[config.mk]
export PLATFORM = sky130hd
export DESIGN_NAME = switch_debouncer
export DESIGN_NICKNAME = d
export VERILOG_FILES = /design/src/rtl/switch_debouncer_pkg.sv /design/src/rtl/sync_chain.sv /design/src/rtl/switch_debouncer.sv
export SDC_FILE = /design/constraint.sdc
export NUM_CORES = 1
export LEC_CHECK = 0
export CORE_UTILIZATION = 53
export DETAILED_ROUTE_END_ITERATION = 8
export GPL_TIMING_DRIVEN = 0
export PLACE_DENSITY = 0.73
export SETUP_SLACK_MARGIN = 0.4
export SLEW_MARGIN = 5
export SYNTH_ARGS = -nofsm -noshare
export SYNTH_HDL_FRONTEND = slang
export SYNTH_SLANG_ARGS = --single-unit
[constraint.sdc]
create_clock -name CLK -period 1.8 [get_ports CLK]
set_clock_uncertainty 0.1 [all_clocks]
set_input_delay 0.36 -clock CLK [delete_from_list [all_inputs] [get_ports CLK]]
set_output_delay 0.36 -clock CLK [all_outputs]
set_load 0.005 [all_outputs]
[src/rtl/switch_debouncer_pkg.sv]
// Shared types and default constants for the switch debouncer and its synchroniser.
package switch_debouncer_pkg;

  localparam int unsigned DB_N_SYNC        = 2;
  localparam int unsigned DB_STABLE_CYCLES = 50000;
  localparam int unsigned DB_CNT_W         = 16;

  typedef enum logic [1:0] {
    ST_LO  = 2'd0,
    CHK_HI = 2'd1,
    ST_HI  = 2'd2,
    CHK_LO = 2'd3
  } db_state_t;

endpackage

[src/rtl/sync_chain.sv]
// Multi-flop synchroniser for a single asynchronous input; last flop is the safe sample.
module sync_chain
  import switch_debouncer_pkg::*;
#(
  parameter int unsigned N_SYNC = DB_N_SYNC
) (
  input  logic CLK,
  input  logic Reset,
  input  logic raw,
  output logic sync_q
);

  logic [N_SYNC-1:0] chain;

  if (N_SYNC < 2) begin : g_chk_n_sync
    $error("sync_chain: N_SYNC must be at least 2");
  end

  always_ff @(posedge CLK or posedge Reset) begin
    if (Reset) begin
      chain <= '0;
    end else begin
      chain <= {chain[N_SYNC-2:0], raw};
    end
  end

  assign sync_q = chain[N_SYNC-1];

endmodule

[src/rtl/switch_debouncer.sv]
// Debounces a raw switch into a registered level once the synchronised input holds for STABLE_CYCLES clocks.
// Define SWITCH_DEBOUNCER_EDGE_EN to add registered one-cycle RISE/FALL pulses.
module switch_debouncer
  import switch_debouncer_pkg::*;
#(
  parameter int unsigned N_SYNC        = DB_N_SYNC,
  parameter int unsigned STABLE_CYCLES = DB_STABLE_CYCLES,
  parameter int unsigned CNT_W         = DB_CNT_W
) (
  input  logic CLK,
  input  logic Reset,
  input  logic SW_in,
`ifdef SWITCH_DEBOUNCER_EDGE_EN
  output logic RISE,
  output logic FALL,
`endif
  output logic SW_clean
);

  localparam logic [CNT_W-1:0] CNT_LAST = CNT_W'(STABLE_CYCLES - 1);
  localparam logic [CNT_W-1:0] CNT_ONE  = CNT_W'(1);
  localparam bit               DIRECT   = (STABLE_CYCLES == 1);

  if (STABLE_CYCLES < 1) begin : g_chk_stable
    $error("switch_debouncer: STABLE_CYCLES must be at least 1");
  end
  if ((64'(1) << CNT_W) <= 64'(STABLE_CYCLES)) begin : g_chk_cnt_w
    $error("switch_debouncer: CNT_W too narrow for STABLE_CYCLES");
  end

  logic             sync_q;
  db_state_t        state;
  db_state_t        next_state;
  logic [CNT_W-1:0] cnt;
  logic [CNT_W-1:0] next_cnt;
  logic             clean_d;

  sync_chain #(
    .N_SYNC (N_SYNC)
  ) u_sync (
    .CLK    (CLK),
    .Reset  (Reset),
    .raw    (SW_in),
    .sync_q (sync_q)
  );

  // Next-state and counter; the counter only runs in CHK states and stops at CNT_LAST.
  always_comb begin
    next_state = state;
    next_cnt   = cnt;
    case (state)
      ST_LO: begin
        if (sync_q) begin
          if (DIRECT) begin
            next_state = ST_HI;
            next_cnt   = '0;
          end else begin
            next_state = CHK_HI;
            next_cnt   = CNT_ONE;
          end
        end
      end
      CHK_HI: begin
        if (!sync_q) begin
          next_state = ST_LO;
          next_cnt   = '0;
        end else if (cnt == CNT_LAST) begin
          next_state = ST_HI;
          next_cnt   = '0;
        end else begin
          next_cnt = cnt + CNT_ONE;
        end
      end
      ST_HI: begin
        if (!sync_q) begin
          if (DIRECT) begin
            next_state = ST_LO;
            next_cnt   = '0;
          end else begin
            next_state = CHK_LO;
            next_cnt   = CNT_ONE;
          end
        end
      end
      CHK_LO: begin
        if (sync_q) begin
          next_state = ST_HI;
          next_cnt   = '0;
        end else if (cnt == CNT_LAST) begin
          next_state = ST_LO;
          next_cnt   = '0;
        end else begin
          next_cnt = cnt + CNT_ONE;
        end
      end
      default: begin
        next_state = ST_LO;
        next_cnt   = '0;
      end
    endcase
  end

  // Clean level is a decode of the upcoming state, registered alongside it.
  assign clean_d = (next_state == ST_HI) || (next_state == CHK_LO);

  always_ff @(posedge CLK or posedge Reset) begin
    if (Reset) begin
      state    <= ST_LO;
      cnt      <= '0;
      SW_clean <= 1'b0;
    end else begin
      state    <= next_state;
      cnt      <= next_cnt;
      SW_clean <= clean_d;
    end
  end

`ifdef SWITCH_DEBOUNCER_EDGE_EN
  // SW_clean only changes on a commit, so its registered transition is the commit pulse.
  always_ff @(posedge CLK or posedge Reset) begin
    if (Reset) begin
      RISE <= 1'b0;
      FALL <= 1'b0;
    end else begin
      RISE <= ~SW_clean & clean_d;
      FALL <= SW_clean & ~clean_d;
    end
  end
`endif

endmodule

==> results.py <==
metrics = {
    "global_route": {
        "grt_pass1_wl_um": 4360,
        "antenna_found_initial": 0,
        "first_global_vias": 955,
        "overflow": 0,
        "grt_max_degree": 22,
        "track_usage_pct": 23.9,
    },
    "power_and_ir_drop": {
        "peakVddDrop_mv": 0.642,
        "p_comb_share_pct": 11.8,
        "clkPwrFrac_pct": 26.8,
        "power.density_mw_per_mm2": 597,
        "p_sw_share_pct": 26.1,
        "p_switching_w": 0.000221,
        "p_seq_share_pct": 61.4,
        "p_int_w": 0.000626,
        "leakagePower_nw": 0.594,
    },
    "critical_path": {
        "critPathCaptureType": "flip-flop",
        "crit_path_max_fanout": 5,
        "start_kind": "flip-flop",
        "critPathKind": "flip-flop to flip-flop",
        "crit_required_ns": 1.90,
        "critPathArrivalTime_ns": 2.02,
    },
    "run_status": {
        "violations": "negative setup slack",
        "status": "complete, but fails checks",
    },
    "synth": {
        "yosys_warnings": 0,
        "yosys_register_bits": 21,
        "synth.largest_area_cell": "dfrtp_1",
        "ys.flop_type": "dfrtp_1",
        "yosys-top-cells-area": "dfrtp_1 (46%), o21ai_0 (3.5%), mux2_2 (2.9%), or3_1 (2.7%), a21oi_1 (2.6%)",
        "synth_edf_count": 0,
        "yosysMostFrequentCell": "dfrtp_1",
        "ys_types": 37,
        "syn_area_mm2": 0.00115,
        "synth.avg_cell_area_um2": 10.7,
        "ys_seq_area_share_pct": 45.8,
        "synth_top_area_share_pct": 45.8,
        "async_flop_share_pct": 100,
        "netlist_instances": 107,
        "synth_top_cells_by_count": "dfrtp_1 (21), o21ai_0 (8), nor2_1 (7)",
        "syn_nets": 111,
    },
    "run": {
        "drv_cap": 0,
    },
    "sta": {
        "fmax_mhz": 520,
        "rsz0062_at_grt": "yes",
        "finalCritPeriodShare_pct": 107,
        "fin_crit_ns": 1.92,
        "maxSlewViolCount": 0,
        "finalHoldViolations": 0,
        "relSlewSlack_pct": 46.5,
        "setup_viol": 7,
        "hold_ws_ns": 0.263,
        "worst_slack_ns": -0.123,
        "tightestPinTransition_ns": 0.801,
    },
    "clock_network": {
        "cts_hold_buf": 0,
        "cts.path.max_buffers": 2,
        "cts_root_buffer": "clkbuf_4",
        "cts_made_buffers": 3,
        "insertion_delay_ns": 0.30,
        "cts_sinks": 21,
        "cts_tree": "built",
        "ctsHtreeMaxLevel": 1,
        "clk_pin_slew_ns": 0.12,
    },
    "die": {
        "die_x_um": 48.5,
        "die_area_mm2": 0.00235,
        "floorplan.initialDensity_pct": 57.3,
        "coreArea_mm2": 0.00200,
        "io_pins": 4,
        "die_h_um": 48.5,
        "rows": 16,
    },
    "drt": {
        "drc": 0,
        "via_per_inst": 6.42,
        "wirelength_um": 2690,
        "routed-via-count": 982,
        "drtPass1Iterations": 4,
        "drtIter0Drc": 34,
        "wl_per_cell_um": 17.5,
        "antenna_left": 0,
    },
    "cells_and_area": {
        "nNetsFinal": 131,
        "fin_cells": 153,
        "syn_to_final_growth_pct": 23.6,
        "diodes": 0,
        "layout-drive-gt1-share_pct": 32.5,
    },
    "placement": {
        "gp_congestion": 0.863,
        "place_inst": 137,
        "portBuffers": 3,
        "place_hpwl_um": 1500,
        "pre_cts_slack_ns": -0.123,
    },
    "worst_hold_path": {
        "worstHoldPathType": "flip-flop to flip-flop",
    },
}
==> critical path, stage by stage (launching register included) <==
cell and delay, ns:
dfrtp_1 0.44, or4b_4 0.55, nor4_4 0.30, buf_4 0.18, nor2_2 0.04, a22o_1 0.20
==> cell families after synthesis <==
family	share of synthesized area, %
simple gates	25.2
compound gates	17.4
flops	45.8
buf+inv	2.18
xor+xnor	4.47
mux	3.82
fa+ha+maj	1.09
==> stage by stage <==
| stage | util, % | cell area, um^2 | setup TNS (ns) | total power (W) |
|---|---|---|---|---|
| floorplan | - | 1170 | -0.00414 | 0.000573 |
| global placement | 61.8 | 1240 | -0.377 | 0.000592 |
| detailed placement | 61.8 | 1240 | -0.540 | 0.000594 |
| CTS | 69.1 | 1380 | -0.205 | 0.000840 |
| global route | 70.8 | 1420 | -1.21 | 0.000880 |
| finish | 70.8 | 1420 | -0.430 | 0.000847 |
==> sequential cells by signal (all words and copies together) (netlist names) <==
| register | cells |
|---|---|
| u_sync.chain | 2 |
| state | 2 |
| SW_clean | 1 |
| cnt | 16 |
==> per-layer routing <==
layer	wire, um	vias to the layer above	track usage (%)
met5	0	-	0
met2	1340	41	39.7
met4	27	0	9.31
met1	1200	490	32.6
met3	114	4	1.89
li1	-	447	-
==> worst paths after layout <==
kind                                      startpoint                         to  slack (ns)  cells after the start
max                              cnt[12]$_DFFE_PP0P_         cnt[1]$_DFFE_PP0P_       -0.12                      5
min                        u_sync.chain[0]$_DFF_PP0_  u_sync.chain[1]$_DFF_PP0_        0.26                      0
max reg2reg                      cnt[12]$_DFFE_PP0P_         cnt[1]$_DFFE_PP0P_       -0.12                      5
min reg2reg                u_sync.chain[0]$_DFF_PP0_  u_sync.chain[1]$_DFF_PP0_        0.26                      0
max in group asynchronous                      Reset  u_sync.chain[1]$_DFF_PP0_        0.66                      2
min in group asynchronous                      Reset         cnt[9]$_DFFE_PP0P_        0.39                      2
==> power groups by stage <==
stage | Sequential, W | Clock, W | Combinational (W)
floorplan | 0.000518 | 0 | 0.0000554
global placement | 0.000523 | 0 | 0.0000688
detailed placement | 0.000524 | 0 | 0.0000701
CTS | 0.000514 | 0.000235 | 0.0000912
global route | 0.000523 | 0.000248 | 0.000108
finish | 0.000520 | 0.000227 | 0.0000997
==> timing repair <==
item                                    CTS  global route
pin swaps                                 5             3
endpoints found under the setup margin   20            19
gates resized for setup                  11             4
hold endpoints to repair                  0             0
cloned                                    0             1
setup buffers                            10             1
==> layout make-up <==
cell class / count / area, um^2
buffer: 2 / 16.3
multi-input combinational: 81 / 666
inverter: 4 / 15.0
fill: 145 / 584
tap: 27 / 33.8
clock buffer: 4 / 26.3
sequential: 21 / 532
timing repair buffer: 14 / 129
==> placed cells by master (no fill, tap or decap), types with 3 or more instances in the layout <==
cell | Yosys | final
nand3_1 | 4 | 4
a21oi_1 | 6 | 6
buf_4 | 0 | 9
clkbuf_4 | 0 | 3
o21ai_0 | 8 | 8
xor2_1 | 3 | 3
nand4_1 | 4 | 4
or3_1 | 5 | 5
dfrtp_2 | 0 | 5
inv_1 | 4 | 4
dfrtp_1 | 21 | 16
and3_1 | 3 | 3
nor2_1 | 7 | 5
nand2_1 | 4 | 4
Note: power is estimated with default switching activity, not from simulation.
